## src/rtl/fetch_sequencer.sv

```systemverilog
// ---------------------------------------------------------------------------
// fetch_sequencer
//
// Purpose:
//   Drives a byte-wide program memory to build whole 32-bit instructions.
//   It holds the program counter, issues four byte reads per instruction and
//   packs the bytes big-endian, so the first byte read lands in bits 31:24.
//   The finished instruction goes to decode over a valid/ready handshake.
//   The block also handles branch redirects and out-of-range fetch faults.
//
// Parameters:
//   RESET_PC   PC loaded on reset
//   MEM_BYTES  program memory size in bytes; a fetch is legal only when
//              pc+3 <= MEM_BYTES-1
//
// Ports:
//   clk             in   1   clock, rising edge
//   reset           in   1   asynchronous, active-high reset
//   run             in   1   fetching permitted (sampled when a fetch starts)
//   mem_en          out  1   byte read strobe
//   mem_addr        out  32  byte read address (0 when mem_en=0)
//   mem_rdata       in   8   read byte, valid one cycle after mem_en
//   instr_valid     out  1   instr_code/instr_pc hold a complete instruction
//   instr_ready     in   1   decode accepts the instruction
//   instr_code      out  32  assembled instruction {b0,b1,b2,b3}
//   instr_pc        out  32  byte address of b0
//   redirect_valid  in   1   restart fetch at redirect_pc
//   redirect_pc     in   32  new PC; any byte alignment is allowed
//   fetch_fault     out  1   PC out of range; fetching halted
//
// States:
//   state | meaning
//   IDLE  | waiting for run; range-checks pc before each fetch
//   FETCH | cnt 0..3 issue reads at pc+cnt; cnt 1..4 capture b0..b3
//   HOLD  | instruction presented to decode until it is accepted
//   FAULT | pc out of range; only a redirect or reset leaves this state
// ---------------------------------------------------------------------------
module fetch_sequencer #(
  parameter logic [31:0] RESET_PC  = 32'd0,
  parameter int unsigned MEM_BYTES = 100
) (
  input  logic        clk,
  input  logic        reset,
  input  logic        run,
  output logic        mem_en,
  output logic [31:0] mem_addr,
  input  logic [7:0]  mem_rdata,
  output logic        instr_valid,
  input  logic        instr_ready,
  output logic [31:0] instr_code,
  output logic [31:0] instr_pc,
  input  logic        redirect_valid,
  input  logic [31:0] redirect_pc,
  output logic        fetch_fault
);

  typedef enum logic [1:0] {
    IDLE  = 2'd0,
    FETCH = 2'd1,
    HOLD  = 2'd2,
    FAULT = 2'd3
  } state_t;

  state_t      state_q, state_d;
  logic [31:0] pc_q, pc_d;
  logic [2:0]  cnt_q, cnt_d;
  logic [31:0] code_q, code_d;
  logic [31:0] ipc_q, ipc_d;

  // The range check uses a 33-bit sum so that a pc near 2^32 whose last
  // byte would wrap around still counts as out of range.
  function automatic logic pc_in_range(input logic [31:0] p);
    return ({1'b0, p} + 33'd3) < 33'(MEM_BYTES);
  endfunction

  // Decision made when the fetcher is (or behaves as if it is) in IDLE.
  // The same decision is used after a handshake and after a redirect, so a
  // running fetcher never spends a bubble cycle in IDLE.
  function automatic state_t idle_decide(input logic run_i, input logic [31:0] p);
    state_t s;
    if (!run_i)
      s = IDLE;
    else if (pc_in_range(p))
      s = FETCH;
    else
      s = FAULT;
    return s;
  endfunction

  always_ff @(posedge clk or posedge reset) begin
    if (reset) begin
      state_q <= IDLE;
      pc_q    <= RESET_PC;
      cnt_q   <= 3'd0;
      code_q  <= 32'd0;
      ipc_q   <= 32'd0;
    end else begin
      state_q <= state_d;
      pc_q    <= pc_d;
      cnt_q   <= cnt_d;
      code_q  <= code_d;
      ipc_q   <= ipc_d;
    end
  end

  always_comb begin
    state_d = state_q;
    pc_d    = pc_q;
    cnt_d   = cnt_q;
    code_d  = code_q;
    ipc_d   = ipc_q;

    if (redirect_valid) begin
      // Restarting cnt at 0 discards any partial bytes. The byte already in
      // flight arrives during the new cnt=0 cycle, and no byte is captured
      // in that cycle.
      pc_d    = redirect_pc;
      cnt_d   = 3'd0;
      state_d = idle_decide(run, redirect_pc);
    end else begin
      case (state_q)
        IDLE: begin
          cnt_d   = 3'd0;
          state_d = idle_decide(run, pc_q);
        end

        FETCH: begin
          if (cnt_q != 3'd0)
            code_d = {code_q[23:0], mem_rdata};
          if (cnt_q == 3'd4) begin
            cnt_d   = 3'd0;
            ipc_d   = pc_q;
            state_d = HOLD;
          end else begin
            cnt_d = cnt_q + 3'd1;
          end
        end

        HOLD: begin
          if (instr_ready) begin
            pc_d    = pc_q + 32'd4;
            state_d = idle_decide(run, pc_q + 32'd4);
          end
        end

        FAULT: begin
          state_d = FAULT;
        end

        default: begin
          state_d = IDLE;
        end
      endcase
    end
  end

  // Outputs decode the state register directly, so an asynchronous reset
  // clears them immediately, without waiting for a clock edge.
  always_comb begin
    mem_en      = (state_q == FETCH) && (cnt_q < 3'd4);
    mem_addr    = mem_en ? (pc_q + {29'd0, cnt_q}) : 32'd0;
    instr_valid = (state_q == HOLD);
    fetch_fault = (state_q == FAULT);
    instr_code  = code_q;
    instr_pc    = ipc_q;
  end

endmodule
```

## config.mk

```make
export PLATFORM = sky130hd
export DESIGN_NAME = fetch_sequencer
export DESIGN_NICKNAME = d
export VERILOG_FILES = /design/src/rtl/fetch_sequencer.sv
export SDC_FILE = /design/constraint.sdc
export NUM_CORES = 1
export LEC_CHECK = 0
export CORE_MARGIN = 2
export CORE_UTILIZATION = 50
export DETAILED_ROUTE_END_ITERATION = 10
export DONT_BUFFER_PORTS = 1
export PLACE_DENSITY_LB_ADDON = 0.3
export SYNTH_ARGS = -nofsm -noshare
export SYNTH_HDL_FRONTEND = slang
export SYNTH_SLANG_ARGS = --single-unit
```

## constraint.sdc

```tcl
create_clock -name clk -period 4.8 [get_ports clk]
set_clock_uncertainty 0.05 [all_clocks]
set_input_delay 0.24 -clock clk [delete_from_list [all_inputs] [get_ports clk]]
set_output_delay 0.24 -clock clk [all_outputs]
set_load 0.005 [all_outputs]
```

==> impl_metrics.prom <==
# TYPE chip_impl_metric gauge
chip_impl_metric{name="number_of_nets_with_antenna_violations_after_routing",unit=""} 0
chip_impl_metric{name="num_vias",unit=""} 6672
chip_impl_metric{name="cts_sinks",unit=""} 101
chip_impl_info{name="synth_area_leader_cell",value="sky130_fd_sc_hd__dfrtp_1"} 1
chip_impl_info{name="list_of_cells_traversed_by_the_critical_path",value="ha_1 > nand2_1 > or3_1 > or4_4 > a222oi_1 > nand3_1 > or3_1 > or3_1 > a211oi_2 > a32oi_1"} 1
chip_impl_metric{name="ys_ff_latch",unit=""} 101
chip_impl_metric{name="timing_worst_slew_pin_value",unit="ps"} 1060
chip_impl_metric{name="slowest_delay",unit="ps"} 580
chip_impl_metric{name="dr.first_iter.drc_count",unit=""} 1007
chip_impl_metric{name="synth_area_per_cell",unit="um^2"} 8.70
chip_impl_metric{name="synthDistinctLibCells",unit=""} 67
chip_impl_metric{name="insertion_delay",unit="ps"} 370
chip_impl_metric{name="die-area",unit="um^2"} 15300
chip_impl_metric{name="drt_wl_total",unit="mm"} 23.9
chip_impl_info{name="run_status",value="complete, no violations"} 1
chip_impl_metric{name="areaGrowthSynthToFinish",unit="%"} 13.1
chip_impl_metric{name="crit_arrival",unit="ps"} 4500
chip_impl_metric{name="synth-edff-count",unit=""} 0
chip_impl_metric{name="die_width",unit="um"} 124
chip_impl_metric{name="seq_area_frac_synth",unit="%"} 35.3
chip_impl_metric{name="syn-num-nets",unit=""} 877
chip_impl_metric{name="weighted_congestion_reported_at_the_end_of_routability_driven_placement",unit=""} 0.996
chip_impl_metric{name="layout.nets",unit=""} 894
chip_impl_metric{name="cts-resized-gates",unit=""} 0
chip_impl_metric{name="initial_utilization",unit="%"} 51.4
chip_impl_info{name="worstSetupPathType",value="reg -> reg"} 1
chip_impl_metric{name="global_route.usage.total",unit="%"} 32.0
chip_impl_metric{name="drt_pass1_iterations",unit=""} 5
chip_impl_metric{name="synth_largest_type_area_fraction",unit="%"} 35.3
chip_impl_metric{name="antenna_found_initial",unit=""} 0
chip_impl_metric{name="placement_rows",unit=""} 43
chip_impl_metric{name="pwr_density_cell",unit="nW/um^2"} 311
chip_impl_metric{name="ios",unit=""} 144
chip_impl_metric{name="clock.fmax",unit="GHz"} 0.232
chip_impl_metric{name="design.core.area",unit="um^2"} 13900
chip_impl_metric{name="cp.required",unit="ps"} 4990
chip_impl_metric{name="avgRoutedWirePerCell",unit="um"} 23.3
chip_impl_metric{name="postCtsSetupBuffers",unit=""} 0
chip_impl_metric{name="ctsHtreeMaxLevel",unit=""} 3
chip_impl_metric{name="final-max-slew-violation-count",unit=""} 0
chip_impl_info{name="hp-class",value="in -> reg"} 1
chip_impl_info{name="root_buffer",value="sky130_fd_sc_hd__clkbuf_16"} 1
chip_impl_metric{name="asyncSetResetFlopFracSynth",unit="%"} 100
chip_impl_metric{name="antenna_cells",unit=""} 0
chip_impl_metric{name="timing.final.setup_violations",unit=""} 0
chip_impl_metric{name="cts_buffers",unit=""} 9
chip_impl_info{name="hold_start",value="run"} 1
chip_impl_metric{name="viasPerCell",unit=""} 6.50
chip_impl_metric{name="grt_overflow_total",unit=""} 0
chip_impl_metric{name="met3_demand_to_capacity_share_in_global_routing",unit="%"} 8.79
chip_impl_info{name="worstSetupEndpointType",value="flop"} 1
chip_impl_metric{name="reg2regPathDepth",unit=""} 10
chip_impl_info{name="synth_ff_type",value="sky130_fd_sc_hd__dfrtp_1"} 1
chip_impl_info{name="post-synth-top-count-cell",value="sky130_fd_sc_hd__dfrtp_1"} 1
chip_impl_info{name="clock_tree_from_tritoncts",value="yes"} 1
chip_impl_metric{name="clockBufferDepth",unit=""} 2
chip_impl_metric{name="synthesis.instances",unit=""} 824
chip_impl_metric{name="grt_start_max_net_pins",unit=""} 70
chip_impl_metric{name="post-route-min-period",unit="ps"} 4310
chip_impl_metric{name="ir_drop",unit="mV"} 0.319
chip_impl_metric{name="detail_route.drc_violations",unit=""} 0
chip_impl_metric{name="critical_path_peak_fanout",unit=""} 12
chip_impl_metric{name="dp_hpwl",unit="mm"} 17.2
chip_impl_info{name="grt_setup_unrepaired",value="false"} 1
chip_impl_metric{name="slew_headroom",unit="%"} 28.6
chip_impl_metric{name="placement.io_buffers",unit=""} 0
chip_impl_info{name="synth_area_leaders",value="sky130_fd_sc_hd__dfrtp_1 (35%), sky130_fd_sc_hd__mux2_2 (11%), sky130_fd_sc_hd__xnor2_1 (6.5%)"} 1
chip_impl_metric{name="timing_hold_violations_final",unit=""} 0
chip_impl_metric{name="cts.clk_slew.worst_paths",unit="ps"} 90
chip_impl_metric{name="final_layout_size_suffix_gt1_share",unit="%"} 15.4
chip_impl_info{name="timing.critical_path.from_type",value="flop"} 1
chip_impl_metric{name="synth.yosys.warnings",unit=""} 0
chip_impl_info{name="cpMaxStageDelayCell",value="sky130_fd_sc_hd__or3_1"} 1
chip_impl_metric{name="min_path_cells",unit=""} 2
chip_impl_metric{name="leakagePower",unit="nW"} 3.12
chip_impl_info{name="cp-startpoint",value="pc_q[2]"} 1
chip_impl_metric{name="fin_tns_setup",unit="ps"} 0
chip_impl_metric{name="final_cycle_utilization_of_the_critical_path",unit="%"} 89.7
chip_impl_metric{name="grt_pass1_wl",unit="mm"} 37.0
chip_impl_info{name="synth_top_cells_by_count",value="sky130_fd_sc_hd__dfrtp_1 (101), sky130_fd_sc_hd__nand2_1 (90), sky130_fd_sc_hd__mux2_2 (69)"} 1
chip_impl_metric{name="maxCapViolations",unit=""} 0
chip_impl_info{name="worst_r2r_startpoint",value="pc_q[2]"} 1
chip_impl_metric{name="first_global_vias",unit=""} 6546
chip_impl_metric{name="globalRouteMet2Util",unit="%"} 47.7
chip_impl_metric{name="holdWs",unit="ps"} 10.2
chip_impl_metric{name="use_met1",unit="%"} 44.1
chip_impl_info{name="crit_path_frequent_cell",value="sky130_fd_sc_hd__or3_1"} 1
chip_impl_info{name="gr-max-usage-layer",value="met2"} 1
chip_impl_metric{name="die_height",unit="um"} 124
chip_impl_metric{name="post_synth_instance_area",unit="um^2"} 7170
chip_impl_metric{name="layout.core_utilization",unit="%"} 58.2
[kinds of logic after synthesis]
kind of cell               count (synthesis)  synth area share, %
AOI/OAI and AO/OA                        135                 12.0
xor gates and xnor gates                  95                 11.6
muxes                                     70                 11.0
DFF                                      101                 35.3
and+or+nand+nor                          339                 24.5
buffers and inverters                     76                 4.17
adders and majority gates                  8                 1.50
[area by class of cell]
cell class | instances | area (um^2)
multi-input cells | 647 | 4350
fillers | 1178 | 5820
clock buffers | 9 | 225
inverters | 12 | 47.5
well taps | 180 | 225
flip-flops and latches | 101 | 2530
clock inverters | 7 | 91.3
repair buffers | 70 | 643
[worst max-delay path: cells and delay by family (launching register included)]
| family | cells | cell delay [ps] |
|---|---|---|
| AOI/OAI and AO/OA | 3 | 880 |
| DFF | 1 | 360 |
| and+or+nand+nor | 6 | 2500 |
| adders and majority gates | 1 | 390 |
[cell usage in the layout (no fill, tap or decap), types with 28 or more instances in the layout]
cell type	n
sky130_fd_sc_hd__dfrtp_1	101
sky130_fd_sc_hd__dlygate4sd3_1	42
sky130_fd_sc_hd__mux2_2	69
sky130_fd_sc_hd__nand2_1	90
sky130_fd_sc_hd__nand3_1	29
sky130_fd_sc_hd__nor2_1	66
sky130_fd_sc_hd__nor3_1	28
sky130_fd_sc_hd__o21ai_0	50
sky130_fd_sc_hd__xnor2_1	53
sky130_fd_sc_hd__xor2_1	42
[through the flow]
stage,cells,area [um^2],power [mW],setup WS [ps]
floorplan,824,7170,1.55,1220
global placement,967,7350,1.70,721
detailed placement,967,7350,1.72,585
CTS,1026,8110,2.52,567
global route,1026,8110,2.64,329
finish,1026,8110,2.52,492
[timing repair]
item,4_1_cts,5_1_grt
endpoints found under the setup margin,0,0
hold buffers,43,0
endpoints found under the hold margin,109,0
[routing by layer]
metal  up-vias  routed length (um)  part of all wire [%]
met4         0                 773                   3.2
met5         -                   0                     0
li1       2990                   -                     -
met1      3204                9590                    40
met2       415               11000                    46
met3        63                2560                    11
[sequential cells by signal (all words and copies together) (netlist names)]
name and count:
cnt_q 3, instr_code 32, instr_pc 32, pc_q 32, state_q 2
[worst paths after layout]
path	end	slack, ps
worst max register to register	state_q[1]	490
max in group asynchronous	instr_pc[3]	3230
worst min-delay path	state_q[0]	10
worst max-delay path	state_q[1]	490
min in group asynchronous	instr_pc[22]	480
worst min register to register	instr_pc[4]	490
[where the power goes]
group | switching [mW] | leakage, nW | internal, mW
logic | 0.324 | 1.65 | 0.262
clock network | 0.387 | 0.152 | 0.375
registers | 0.187 | 1.32 | 0.989
total | 0.897 | 3.12 | 1.63
No activity file was read; power rests on OpenSTA's default activity.
